--- config.mk ---
export PLATFORM = sky130hd
export DESIGN_NAME = fir_filter_flat
export DESIGN_NICKNAME = d
export VERILOG_FILES = /design/src/rtl/fir_filter_if.sv /design/src/rtl/fir_filter.sv /design/src/flat_wrapper.sv
export SDC_FILE = /design/constraint.sdc
export NUM_CORES = 1
export LEC_CHECK = 0
export ABC_AREA = 1
export ABC_CLOCK_PERIOD_IN_PS = 13830
export CORE_AREA = 2 2 180 200
export DETAILED_ROUTE_END_ITERATION = 8
export DIE_AREA = 0 0 182 202
export PLACE_DENSITY = 0.63
export SLEW_MARGIN = 10
export SYNTH_ARGS = -nofsm -noshare
export SYNTH_HDL_FRONTEND = slang
export SYNTH_SLANG_ARGS = --single-unit
--- constraint.sdc ---
create_clock -name clk -period 13.83 [get_ports clk]
set_input_delay 2.766 -clock clk [delete_from_list [all_inputs] [get_ports clk]]
set_output_delay 2.766 -clock clk [all_outputs]
set_load 0.02 [all_outputs]
--- src/rtl/fir_filter_if.sv ---
// fir_filter_if: sample-in / filtered-sample-out stream for the FIR filter
interface fir_filter_if;
  logic signed [15:0] xn;
  logic signed [15:0] yn;
  modport master(output xn, input yn);
  modport slave(input xn, output yn);
endinterface

--- src/rtl/fir_filter.sv ---
// fir_filter: fixed 11-tap symmetric Q1.15 low-pass FIR, one sample per clock
module fir_filter (
  input logic clk,
  input logic rst_n,
  fir_filter_if.slave bus
);
  localparam int TAPS = 11;
  localparam int DATA_W = 16;
  localparam int COEF_W = 16;
  localparam int ACC_W = DATA_W + COEF_W + 4;
  localparam logic signed [COEF_W-1:0] h [TAPS] = '{
    -16'sd256, 16'sd0, 16'sd1024, 16'sd3072, 16'sd6144, 16'sd12800,
    16'sd6144, 16'sd3072, 16'sd1024, 16'sd0, -16'sd256
  };
  logic signed [DATA_W-1:0] x [TAPS];
  logic signed [ACC_W-1:0] acc;
  logic signed [ACC_W-1:0] r;
  logic signed [DATA_W-1:0] y_sat;
  // single-cycle multiply-accumulate, round-half-up and clamp to the sample range
  always_comb begin
    acc = '0;
    for (int k = 0; k < TAPS; k++) acc = acc + ACC_W'(x[k]) * ACC_W'(h[k]);
    r = (acc + ACC_W'(16384)) >>> 15;
    y_sat = r > ACC_W'(32767) ? 16'sh7fff : r < -ACC_W'(32768) ? 16'sh8000 : r[DATA_W-1:0];
  end
  // delay line shifts every clock; output registers the sum of the pre-shift window
  always_ff @(posedge clk or negedge rst_n) begin
    if (!rst_n) begin
      x <= '{default: '0};
      bus.yn <= '0;
    end else begin
      x[0] <= bus.xn;
      for (int k = 1; k < TAPS; k++) x[k] <= x[k-1];
      bus.yn <= y_sat;
    end
  end
endmodule

--- src/flat_wrapper.sv ---
// flat-port wrapper written by rule: the top's interface ports become plain ports
module fir_filter_flat 
  (clk, rst_n, bus_xn, bus_yn);
  fir_filter_if bus_i ();
  input logic clk;
  input logic rst_n;
  input wire logic [$bits(bus_i.xn)-1:0] bus_xn;
  output wire logic [$bits(bus_i.yn)-1:0] bus_yn;
  assign bus_i.xn = bus_xn;
  assign bus_yn = bus_i.yn;
  fir_filter u_core (.clk(clk), .rst_n(rst_n), .bus(bus_i));
endmodule
==> flow_summary.ini <==
[grt]
grt_pass1_wl_mm = 64.30
grt_usage_pct = 23.10
antenna_found_initial = 0
grt_max_degree = 73
grt_pass1_vias = 12000
overflow = 0

[routing]
detail-route-antenna-nets = 0
first_pass_iters = 5
routed_wl_mm = 38.86
vias = 11100
drtIter0Drc = 565
viasPerCell = 5.051
drc = 0
wl_per_cell_um = 17.69

[logic_synthesis]
syn-num-nets = 2103
synth-edff-count = 0
yosysMostFrequentCell = inv_1
synth.top_cell.area_share_pct = 29.15
synth.largest_area_cell = dfrtp_1
syn_area_sq_um = 16480
syn_inst = 1690
synth.avg_cell_area_sq_um = 9.752
ys_types = 41
ys_ff_latch = 192
ys_warn_count = 0
post_synth_most_frequent_cells = inv_1, nand2_1, ha_1
synth_top_flop_cell = dfrtp_1
synth.area.top_cells = dfrtp_1, fa_1, ha_1, inv_1, nand2_1
async_flop_share_pct = 100.0
ys_seq_area_share_pct = 29.15

[clock_network]
cts.sinks = 192
post_cts_buffers = 0
hold_buffers = 0
cts_buffer_depth = 2
root_buffer = clkbuf_16
path_clk_slew_ns = 0.07
cts_resized = 0
cts_tree = done
htreeDepth = 4
clk_latency_ns = 0.47
numCtsBuffers = 17

[floorplan]
core_area_sq_um = 34770
die_h_um = 202
rows = 72
fp.dieArea_sq_um = 36760
start_util_pct = 47.39
die-width_um = 182
ios = 34

[setup_path]
start_kind = flop
critPathCaptureType = flop
slowest_stage = fa_1
path_delay_family = adder cells
required_ns = 14.18
crit_buf_inv = 3
slowest_delay_ns = 0.61
cp_common_cell = nand2_1
crit_type = reg2reg
worstPathMaxFanout = 15
arrival_ns = 8.29

[sta]
finalSetupTns_ns = 0
relSlewSlack_pct = 34.93
fmax_mhz = 125.9
hold_viol_final = 0
worstMarginPinSlew_ns = 0.9686
skew_ns = 0.01588
min_period_ns = 7.942
maxSlewViolCount = 0
timing.final.crit_share_pct = 57.43
rsz0062_at_grt = no
finalSetupViolCount = 0

[placement]
dp_hpwl_mm = 32.83
routabilityCongestion = 0.8848
port_buffers = 33

[status]
status = finished clean

[finish]
fill_cells = 3182
fin_nets = 2153
syn_to_final_growth_pct = 8.761
multi_input_area_sq_um = 10380
regArea_sq_um = 4805
drive_gt1_share_pct = 4.224

[hold_path]
hold_path_class = reg2reg

[job]
drv_cap = 0
[metal layers]
metal	up-vias	global-route usage, %	part of all wire, %
met1	5400	29.89	44
met4	0	8.957	3.5
met2	189	39.45	49
met5	-	0	0
li1	5454	-	-
met3	55	3.153	3.5
[final timing paths]
kind | to | cells after the start | slack [ns] | startpoint
max reg2reg | u_core.bus.yn[9] | 37 | 5.89 | u_core.x[82]
max in group asynchronous | u_core.x[157] | 3 | 9.51 | rst_n
min reg2reg | u_core.x[138] | 0 | 0.34 | u_core.x[154]
min in group asynchronous | u_core.x[148] | 1 | 2.27 | rst_n
max | u_core.bus.yn[9] | 37 | 5.89 | u_core.x[82]
min | u_core.x[138] | 0 | 0.34 | u_core.x[154]
[stage by stage]
step / util (%) / instance area [sq um] / hold slack (ns) / instances / setup slack, ns
2_1_floorplan: - / 16480 / 0.3312 / 1690 / 6.804
3_3_place_gp: 49.91 / 17350 / 0.3323 / 2165 / 5.967
3_5_place_dp: 49.91 / 17350 / 0.3347 / 2165 / 5.969
4_1_cts: 51.54 / 17920 / 0.3441 / 2196 / 5.901
5_1_grt: 51.54 / 17920 / 0.3508 / 2196 / 5.277
6_report: 51.55 / 17920 / 0.3402 / 2197 / 5.888
[placed cells by master (no fill, tap or decap), types with 13 or more instances in the layout]
| cell | n |
|---|---|
| ha_1 | 216 |
| nand3_1 | 68 |
| a21oi_1 | 106 |
| xnor2_1 | 42 |
| dfrtp_1 | 192 |
| nor2_1 | 84 |
| nor3_1 | 21 |
| clkbuf_16 | 17 |
| o21bai_1 | 13 |
| inv_1 | 330 |
| nand2_2 | 17 |
| xor2_1 | 68 |
| o21ai_0 | 37 |
| nand2_1 | 235 |
| fa_1 | 179 |
| clkdlybuf4s50_1 | 32 |
[registers in the layout, indices dropped and copies added, names as in the netlist]
signal and cells:
u_core.x 176, u_core.bus.yn 16
[final cells by class]
class	instances	share of cell area, %
clock inverter	12	0.7539
multi-input combinational	1157	57.91
tap	444	3.099
antenna	1	0.01396
timing repair buffer	35	1.948
sequential	192	26.80
clock buffer	19	2.415
inverter	337	7.057
[cell families after synthesis]
group                    Yosys count  share of synthesized area [%]
AO/OA/AOI/OAI                    192                          6.658
XOR/XNOR                         110                          5.846
adder cells (fa/ha/maj)          395                          38.14
buffers and inverters            341                          7.865
flip-flops                       192                          29.15
AND/OR/NAND/NOR                  460                          12.34
Power is left out: the tool's default activity adds up to more than one toggle a clock period on the data nets, which glitch-free logic cannot reach.
